**src/rtl/secuencia_escritura_pkg.sv**
```systemverilog
// Shared constants and types for the address/data write sequencer.
// Modes, step counts, fixed bytes and the FSM state type live here.
package secuencia_escritura_pkg;

    localparam logic [1:0] MODO_INIT  = 2'd0;
    localparam logic [1:0] MODO_CMD   = 2'd1;
    localparam logic [1:0] MODO_HORA  = 2'd2;
    localparam logic [1:0] MODO_FECHA = 2'd3;

    localparam int PASOS_INIT  = 4;
    localparam int PASOS_CMD   = 4;
    localparam int PASOS_HORA  = 6;
    localparam int PASOS_FECHA = 6;

    localparam logic [7:0] DIR_CTRL = 8'h02;
    localparam logic [7:0] CFG_INIT = 8'h10;
    localparam logic [7:0] DIR_CMD  = 8'h16;
    localparam logic [7:0] CMD_D2   = 8'hD2;
    localparam logic [7:0] DIR_SEG  = 8'h21;
    localparam logic [7:0] DIR_MIN  = 8'h22;
    localparam logic [7:0] DIR_HOR  = 8'h23;
    localparam logic [7:0] DIR_DIA  = 8'h24;
    localparam logic [7:0] DIR_MES  = 8'h25;
    localparam logic [7:0] DIR_ANIO = 8'h26;
    localparam logic [7:0] BYTE_0   = 8'h00;

    typedef enum logic [1:0] {
        IDLE  = 2'd0,
        ENVIO = 2'd1,
        FIN   = 2'd2
    } estado_t;

    function automatic int pasos_de(input logic [1:0] modo);
        int n;
        case (modo)
            MODO_INIT:  n = PASOS_INIT;
            MODO_CMD:   n = PASOS_CMD;
            MODO_HORA:  n = PASOS_HORA;
            default:    n = PASOS_FECHA;
        endcase
        return n;
    endfunction

endpackage

```
**src/rtl/secuencia_escritura_tabla.sv**
```systemverilog
// Combinational sequence table: maps (modo, paso, values) to the byte
// to emit, whether it is an address, and whether it is the last step.
module secuencia_tabla
    import secuencia_escritura_pkg::*;
#(
    parameter int W     = 8,
    parameter int CNT_W = 4
) (
    input  logic [1:0]       modo,
    input  logic [CNT_W-1:0] paso,
    input  logic [W-1:0]     val_a,
    input  logic [W-1:0]     val_b,
    input  logic [W-1:0]     val_c,
    output logic [W-1:0]     dato,
    output logic             es_dir,
    output logic             ultimo
);

    logic [7:0]   byte_fijo;
    logic [W-1:0] val_sel;
    logic         usa_val;
    int           idx;

    always_comb begin
        idx       = int'(paso);
        byte_fijo = BYTE_0;
        val_sel   = '0;
        usa_val   = 1'b0;
        es_dir    = ~paso[0];
        ultimo    = (idx == pasos_de(modo) - 1);

        case (modo)
            MODO_INIT: begin
                case (idx)
                    0:       byte_fijo = DIR_CTRL;
                    1:       byte_fijo = CFG_INIT;
                    2:       byte_fijo = DIR_CTRL;
                    default: byte_fijo = BYTE_0;
                endcase
            end
            MODO_CMD: begin
                case (idx)
                    0:       byte_fijo = DIR_CMD;
                    2:       byte_fijo = CMD_D2;
                    default: byte_fijo = BYTE_0;
                endcase
            end
            MODO_HORA: begin
                case (idx)
                    0:       byte_fijo = DIR_SEG;
                    2:       byte_fijo = DIR_MIN;
                    4:       byte_fijo = DIR_HOR;
                    default: byte_fijo = BYTE_0;
                endcase
            end
            default: begin
                case (idx)
                    0:       byte_fijo = DIR_DIA;
                    2:       byte_fijo = DIR_MES;
                    4:       byte_fijo = DIR_ANIO;
                    default: byte_fijo = BYTE_0;
                endcase
            end
        endcase

        // Odd steps of the clock/date modes carry the captured values
        if (modo == MODO_HORA || modo == MODO_FECHA) begin
            case (idx)
                1: begin usa_val = 1'b1; val_sel = val_a; end
                3: begin usa_val = 1'b1; val_sel = val_b; end
                5: begin usa_val = 1'b1; val_sel = val_c; end
                default: begin usa_val = 1'b0; val_sel = '0; end
            endcase
        end

        dato = usa_val ? val_sel : W'(byte_fijo);
    end

endmodule

```
**src/rtl/secuencia_escritura.sv**
```systemverilog
// Write sequencer: on start, emits a fixed address/data byte sequence
// with a valid/ack handshake, then pulses band for one cycle.
module secuencia_escritura
    import secuencia_escritura_pkg::*;
#(
    parameter  int W     = 8,
    parameter  int N_MAX = 8,
    localparam int CNT_W = $clog2(N_MAX + 1)
) (
    input  logic             clk,
    input  logic             reset,
    input  logic             start,
    input  logic [1:0]       modo,
    input  logic [W-1:0]     val_a,
    input  logic [W-1:0]     val_b,
    input  logic [W-1:0]     val_c,
    input  logic             ack,
    input  logic             cancelar,
    output logic [W-1:0]     dato,
    output logic             valido,
    output logic             es_dir,
    output logic [CNT_W-1:0] paso,
    output logic             ocupado,
    output logic             band
);

    estado_t          estado;
    estado_t          estado_sig;
    logic [CNT_W-1:0] paso_q;
    logic [CNT_W-1:0] paso_d;
    logic             captura;

    logic [1:0]       modo_q;
    logic [W-1:0]     a_q;
    logic [W-1:0]     b_q;
    logic [W-1:0]     c_q;

    logic [W-1:0]     t_dato;
    logic             t_es_dir;
    logic             t_ultimo;

    secuencia_tabla #(
        .W     (W),
        .CNT_W (CNT_W)
    ) u_tabla (
        .modo   (modo_q),
        .paso   (paso_q),
        .val_a  (a_q),
        .val_b  (b_q),
        .val_c  (c_q),
        .dato   (t_dato),
        .es_dir (t_es_dir),
        .ultimo (t_ultimo)
    );

    always_ff @(posedge clk or posedge reset) begin
        if (reset) begin
            estado <= IDLE;
            paso_q <= '0;
            modo_q <= '0;
            a_q    <= '0;
            b_q    <= '0;
            c_q    <= '0;
        end else begin
            estado <= estado_sig;
            paso_q <= paso_d;
            if (captura) begin
                modo_q <= modo;
                a_q    <= val_a;
                b_q    <= val_b;
                c_q    <= val_c;
            end
        end
    end

    // Abort wins over everything, including a pending ack
    always_comb begin
        estado_sig = estado;
        paso_d     = paso_q;
        captura    = 1'b0;
        if (cancelar) begin
            estado_sig = IDLE;
            paso_d     = '0;
        end else begin
            unique case (estado)
                IDLE: begin
                    if (start) begin
                        estado_sig = ENVIO;
                        paso_d     = '0;
                        captura    = 1'b1;
                    end
                end
                ENVIO: begin
                    if (ack) begin
                        if (t_ultimo) begin
                            estado_sig = FIN;
                            paso_d     = '0;
                        end else begin
                            paso_d = paso_q + CNT_W'(1);
                        end
                    end
                end
                FIN: begin
                    estado_sig = IDLE;
                    paso_d     = '0;
                end
                default: begin
                    estado_sig = IDLE;
                    paso_d     = '0;
                end
            endcase
        end
    end

    always_comb begin
        dato    = '0;
        valido  = 1'b0;
        es_dir  = 1'b0;
        paso    = '0;
        ocupado = 1'b0;
        band    = 1'b0;
        unique case (estado)
            ENVIO: begin
                dato    = t_dato;
                valido  = 1'b1;
                es_dir  = t_es_dir;
                paso    = paso_q;
                ocupado = 1'b1;
            end
            FIN: begin
                ocupado = 1'b1;
                band    = 1'b1;
            end
            default: begin
                dato    = '0;
                valido  = 1'b0;
            end
        endcase
    end

endmodule

```
**config.mk**
```make
export PLATFORM = sky130hd
export DESIGN_NAME = secuencia_escritura
export DESIGN_NICKNAME = d
export VERILOG_FILES = /design/src/rtl/secuencia_escritura_pkg.sv /design/src/rtl/secuencia_escritura_tabla.sv /design/src/rtl/secuencia_escritura.sv
export SDC_FILE = /design/constraint.sdc
export NUM_CORES = 1
export LEC_CHECK = 0
export BUFFER_PORTS_ARGS = -buffer_cell sky130_fd_sc_hd__buf_2
export CAP_MARGIN = 20
export CORE_UTILIZATION = 35
export DETAILED_ROUTE_END_ITERATION = 10
export GPL_ROUTABILITY_DRIVEN = 0
export PLACE_DENSITY = 0.63
export SLEW_MARGIN = 40
export SYNTH_ARGS = -nofsm -noshare
export SYNTH_HDL_FRONTEND = slang
export SYNTH_SLANG_ARGS = --single-unit
```
**constraint.sdc**
```tcl
create_clock -name clk -period 1.8 [get_ports clk]
set_input_delay 0.18 -clock clk [delete_from_list [all_inputs] [get_ports clk]]
set_output_delay 0.18 -clock clk [all_outputs]
set_load 0.01 [all_outputs]
```
### Yosys cells after proc, flatten, opt, wreduce, memory -nomap -nowiden

Index checks and enable logic that the tools add are counted.

* logic and storage cells: 63
* input port bits: 31
* flip-flop bits (word level): 32
* output and inout bits: 16

* reductions and logical operators: 10
* eq/ne operators: 14
* add/sub/neg operators: 2
* mux-type cells: 30
* bitwise logic cells: 1

Operator list (number)
* $pmux 8 s3: 2
* $pmux 6 s3: 2
* $eq 5x32->1: 1
* $mux 8: 3
* $mux 4: 5
* $pmux 8 s2: 1
* $mux 2: 5
* $pmux 5 s2: 1
* $mux 1: 9
* $ne 3x3->1 const B: 3
* $eq 4x2->1 const B: 2
* $eq 4x3->1 const B: 2
* $pmux 4 s2: 1
* $eq 2x2->1 const B: 3
* $reduce_or 2->1: 3
* $add 4x1->4 const B: 1
* $eq 2x1->1 const B: 2
* $eq 4x1->1 const B: 1
* $logic_not 2->1: 2
* $logic_not 4->1: 1
* $pmux 2 s2: 1
* $sub 3x1->4 const B: 1
* $reduce_and 3->1: 1
* $reduce_or 3->1: 1
* 3 further kinds: 3

### Longest topological paths before layout

* depth after elaboration: 9
* mapped depth: 7
* mapped depth without buffers: 6

### Modules after synthesis

From an unflattened synthesis, not the netlist that was laid out.

* cells, all modules: 163
* area total of the unflattened synthesis: 1813.0 um^2

Modules (own cells, without submodules)
* secuencia_escritura: times used 1, cells each 111, area each 1442.6 um^2, seq. area each 800.8 um^2
* secuencia_tabla: times used 1, cells each 52, area each 370.4 um^2, seq. area each 0.0 um^2

### Worst setup path after synthesis

OpenSTA, ideal clock, no wires.

* path type: reg-to-output
* start point: reg paso_q[1]
* end point: out dato[1]
* path buffers: 1
* slack: -0.109 ns
* cell stages (with the launch flop): 7
* data required time: 1.620 ns
* arrival time: 1.729 ns
* cell sequence: dfrtp_1 > inv_1 > ha_1 > clkbuf_1 > nor2b_1 > a32oi_1 > a211oi_1

* longest elaborated chain between the ends: 6
* elaborated cells between the ends (all ways): 19
* those cells by class: 5 x eq/ne; 11 x mux; 3 x reduce/logical

RTL lines
* from (decl): RTL line secuencia_escritura.sv:29 `logic [CNT_W-1:0] paso_q;`
* from (signal assigned): RTL line secuencia_escritura.sv:66 `paso_q <= paso_d;`
* $eq 4x2->1, or another cell as far along
* $reduce_or 2->1 (no source line) / $reduce_or 3->1 (equally long branches)
* $pmux 5 s2 / $mux 1 (equally long branches): RTL line secuencia_escritura_tabla.sv:34, secuencia_escritura_tabla.sv:68
* $pmux 8 s3 / $mux 1 (equally long branches): RTL line secuencia_escritura_tabla.sv:32, secuencia_escritura_tabla.sv:67
* $mux 8 (*): RTL line secuencia_escritura_tabla.sv:76 `dato = usa_val ? val_sel : W'(byte_fijo);`
* $mux 8 (*): RTL line secuencia_escritura.sv:122 `unique case (estado)`
* to (decl): RTL line secuencia_escritura.sv:19 `output logic [W-1:0] dato,`

Mark *: on every way between the ends. The rest lies on a longest branch, timed or not.

### Worst setup path after layout

* start point: reg paso_q[0]
* end point: out dato[2]

* longest elaborated chain between the ends: 6
* elaborated cells between the ends (all ways): 16
* those cells by class: 5 x eq/ne; 9 x mux; 2 x reduce/logical

RTL lines (RTL line)
* parallel branches: the longest is 4 deep, another holds $pmux 8 s3
* $mux 8 (*): secuencia_escritura_tabla.sv:76
* $mux 8 (*): secuencia_escritura.sv:122

Every way passes the cells marked *.

==> impl_metrics.csv <==
group,metric,value,unit
setup_path,setup.worst_path.start,"paso_q[0]",
synth,postSynth.asyncResetShare,100,%
sta,setup_viol,8,
power,power_switching,1.14,mW
routing,route.vias.total,1668,
finish,mostFrequentLayoutCells,"46 x sky130_fd_sc_hd__buf_2, 31 x sky130_fd_sc_hd__buf_4, 30 x sky130_fd_sc_hd__mux2_2, 29 x sky130_fd_sc_hd__dfrtp_1",
run_status,violations_in_the_final_reports,"negative setup slack",
power,p_leak,1.24,nW
synth,synth_top_flop_cell,"sky130_fd_sc_hd__dfrtp_1",
synth,synth_seq_cells,32,
worst_hold_path,min_path_type,"in2reg",
setup_path,cp-end-kind,"output pin",
synth,mappedNetlistArea,1880,sq um
sta,hold_violations,0,
floorplanning,core_area,5140,sq um
routing,routed_wl_met2,2.42,mm
global_routing,wire_length_of_the_first_global_routing_pass,8.28,mm
global_routing,grt_start_max_net_pins,33,
routing,drc_violations_left,0,
finish,final_layout_size_suffix_gt1_share,59.1,%
flow_run,cap_viol_max_count,0,
run_status,outcome,"complete, but fails checks",
sta,setup_slack,-251,ps
synth,synth_area_per_inst,10.7,sq um
global_routing,via_count_of_the_first_global_routing_pass,1802,
setup_path,timing.critical_path.cells,"inv_2 > buf_6 > ha_4 > nor2_1 > or4_4 > o22ai_2 > buf_2",
sta,final.setup_skew,6.83,ps
synth,number_of_synthesis_warnings,0,
sta,tns,-1340,ps
sta,finalWorstPathRequiredPeriod,2050,ps
floorplanning,boundaryPins,47,
sta,slew_headroom,73.3,%
cts,clock_insertion_delay_at_the_later_pin_of_the_skew_report,280,ps
routing,ant_nets,0,
finish,antenna_cells,0,
placement,dp_hpwl,3.36,mm
placement,pre_cts_slack,-69.1,ps
routing,detail_route.iter0.violations,44,
power,worst_ir_drop_vdd,0.000584,V
sta,timing.final.max_slew_violations,0,
floorplanning,die_w,75.2,um
floorplanning,placementRows,26,
synth,mappedNetlistNets,215,
synth,netlist_instances,176,
setup_path,worst-path-max-fanout,5,
routing,maxUsedRoutingLayer,"met4",
finish,final_common_cell,"sky130_fd_sc_hd__buf_2",
routing,postRouteWirelength,4.83,mm
floorplanning,die_area,5660,sq um
floorplanning,initial_utilization,36.5,%
sta,transition_time_of_the_tightest_slew_check_pin,400,ps
power,cell_internal_pwr,2.22,mW
finish,finish.net_count,298,
sta,rsz0062_at_grt,"yes",
sta,period_share,114,%
power,power.share.sequential,37.5,%
setup_path,worst_ep_arrival_time,1870,ps
cts,tritoncts,"yes",
setup_path,library_cell_contributing_the_largest_single_delay_on_the_critical_path,"sky130_fd_sc_hd__or4_4",
finish,areaGrowthSynthToFinish,46.8,%
cts,tritoncts.num_buffers,5,
placement,placement.io_buffers,46,
synth,count_of_flip_flops_with_a_built_in_enable_after_synthesis,0,
power,switching_share,33.8,%
global_routing,grt_antenna_before_repair,0,
routing,detailedRoute.firstPassIterationCount,4,
cts,cts.clk_slew.worst_paths,70,ps
setup_path,critical_path.reg2reg.startpoint,"paso_q[2]",
routing,drt-wirelength-per-cell,14.7,um
routing,met3_wl_post_dr,175,um
routing,route.layer.met1.wl,2.14,mm
power,combinationalPowerShare,44.9,%
routing,avgViaCountPerCell,5.07,
setup_path,critical_path_required,1620,ps
cts,max-clock-path-buffers,2,
power,power.density_cell_area,1220,nW/um^2
synth,ys_types,40,
synth,seq_area_frac_synth,42.7,%
global_routing,globalRouteTotalUtil,19.4,%
setup_path,timing_worst_setup_path_type,"reg2out",
worst_hold_path,holdCritStartpoint,"modo[1]",
sta,fmax,488,MHz
power,pwr-share-clk,17.7,%
cts,clkSinkCount,32,
global_routing,total_global_routing_overflow,0,
setup_path,worst_setup_path_start_kind,"flop",
cts,clock-root-buffer,"sky130_fd_sc_hd__clkbuf_8",
setup_path,cpPeakStageDelay,490,ps
cts,h-tree-depth,2,
floorplanning,chipHeight,75.2,um
## flip-flops by register name, summed over array words and instances (netlist names)
register,flops
estado,2
paso_q,4
modo_q,2
c_q,8
b_q,8
a_q,8
## stage by stage
step                hold slack, ps  cell area, sq um  utilization (%)  cells  power [mW]
global route                   129              2760             53.6    329        3.60
finish                         131              2760             53.6    329        3.36
CTS                            125              2730             53.0    328        3.34
detailed placement             288              2400             46.8    313        2.58
global placement               282              2400             46.8    313        2.54
floorplan                      296              1890                -    176        2.09
## path summary, 6_finish.rpt
check                             to  slack [ps]  cells after the start
max in group asynchronous  paso_q[1]         970                      4
max reg2reg                estado[1]          10                      5
max                          dato[2]        -250                      7
min reg2reg                   c_q[0]         500                      1
min                        modo_q[1]         130                      2
min in group asynchronous  estado[0]         520                      4
## worst max-delay path, delay by kind of cell, from the launching register on
family                     cells  cell delay (ps)
buffers and inverters          3              360
adders and majority gates      1              150
and+or+nand+nor                2              540
DFF                            1              400
AOI/OAI and AO/OA              1              140
## logic make-up after synthesis
group / count (synthesis) / synth area share (%)
AO/OA/AOI/OAI: 37 / 14.2
adder cells (fa/ha/maj): 8 / 5.33
buffers and inverters: 18 / 4.13
flip-flops: 32 / 42.7
multiplexers: 31 / 18.5
AND/OR/NAND/NOR: 50 / 15.1
## routing by layer
metal | GRT usage (%) | vias up
li1 | - | 798
met1 | 25.3 | 813
met2 | 32.0 | 47
met3 | 2.81 | 10
met4 | 8.44 | 0
met5 | 0 | -
## cell type report
class	instances	area, sq um
multi-input combinational	126	1150
sequential	32	805
inverter	8	32.5
fill	484	2380
timing repair buffer	86	581
tap	70	87.6
clock buffer	7	96.3
## power groups by stage
stage	clock network, mW	logic (mW)	registers (mW)
6_report	0.594	1.51	1.26
5_1_grt	0.634	1.66	1.30
4_1_cts	0.608	1.48	1.25
3_5_place_dp	0	1.33	1.25
3_3_place_gp	0	1.31	1.24
2_1_floorplan	0	0.906	1.19
## cell usage after synthesis, types with 2 or more instances
cell type	n	area, sq um
sky130_fd_sc_hd__a211oi_1	2	15.0
sky130_fd_sc_hd__nand3_1	3	15.0
sky130_fd_sc_hd__nor2b_1	8	50.1
sky130_fd_sc_hd__nand2b_1	5	31.3
sky130_fd_sc_hd__buf_2	2	10.0
sky130_fd_sc_hd__a22oi_1	3	22.5
sky130_fd_sc_hd__clkbuf_1	6	22.5
sky130_fd_sc_hd__ha_1	8	100
sky130_fd_sc_hd__inv_1	8	30.0
sky130_fd_sc_hd__or2_2	3	18.8
sky130_fd_sc_hd__and2_1	4	25.0
sky130_fd_sc_hd__nor3b_1	2	15.0
sky130_fd_sc_hd__nand2_1	7	26.3
sky130_fd_sc_hd__o21ai_0	5	25.0
sky130_fd_sc_hd__o22ai_1	2	12.5
sky130_fd_sc_hd__dfrtp_1	32	801
sky130_fd_sc_hd__nand3b_1	3	22.5
sky130_fd_sc_hd__nor2_1	8	30.0
sky130_fd_sc_hd__a32oi_1	5	43.8
sky130_fd_sc_hd__a21oi_1	8	40.0
sky130_fd_sc_hd__nor3_1	2	10.0
sky130_fd_sc_hd__mux2_2	30	338
sky130_fd_sc_hd__a22o_1	3	26.3
## repair_timing
item / in CTS / in global routing
endpoints found under the hold margin: 32 / 0
resized for setup: 36 / 6
hold buffers: 1 / 0
pin swaps: 9 / 7
setup endpoints to repair: 9 / 10
buffers inserted: 7 / 1
No activity file was read; power rests on OpenSTA's default activity.
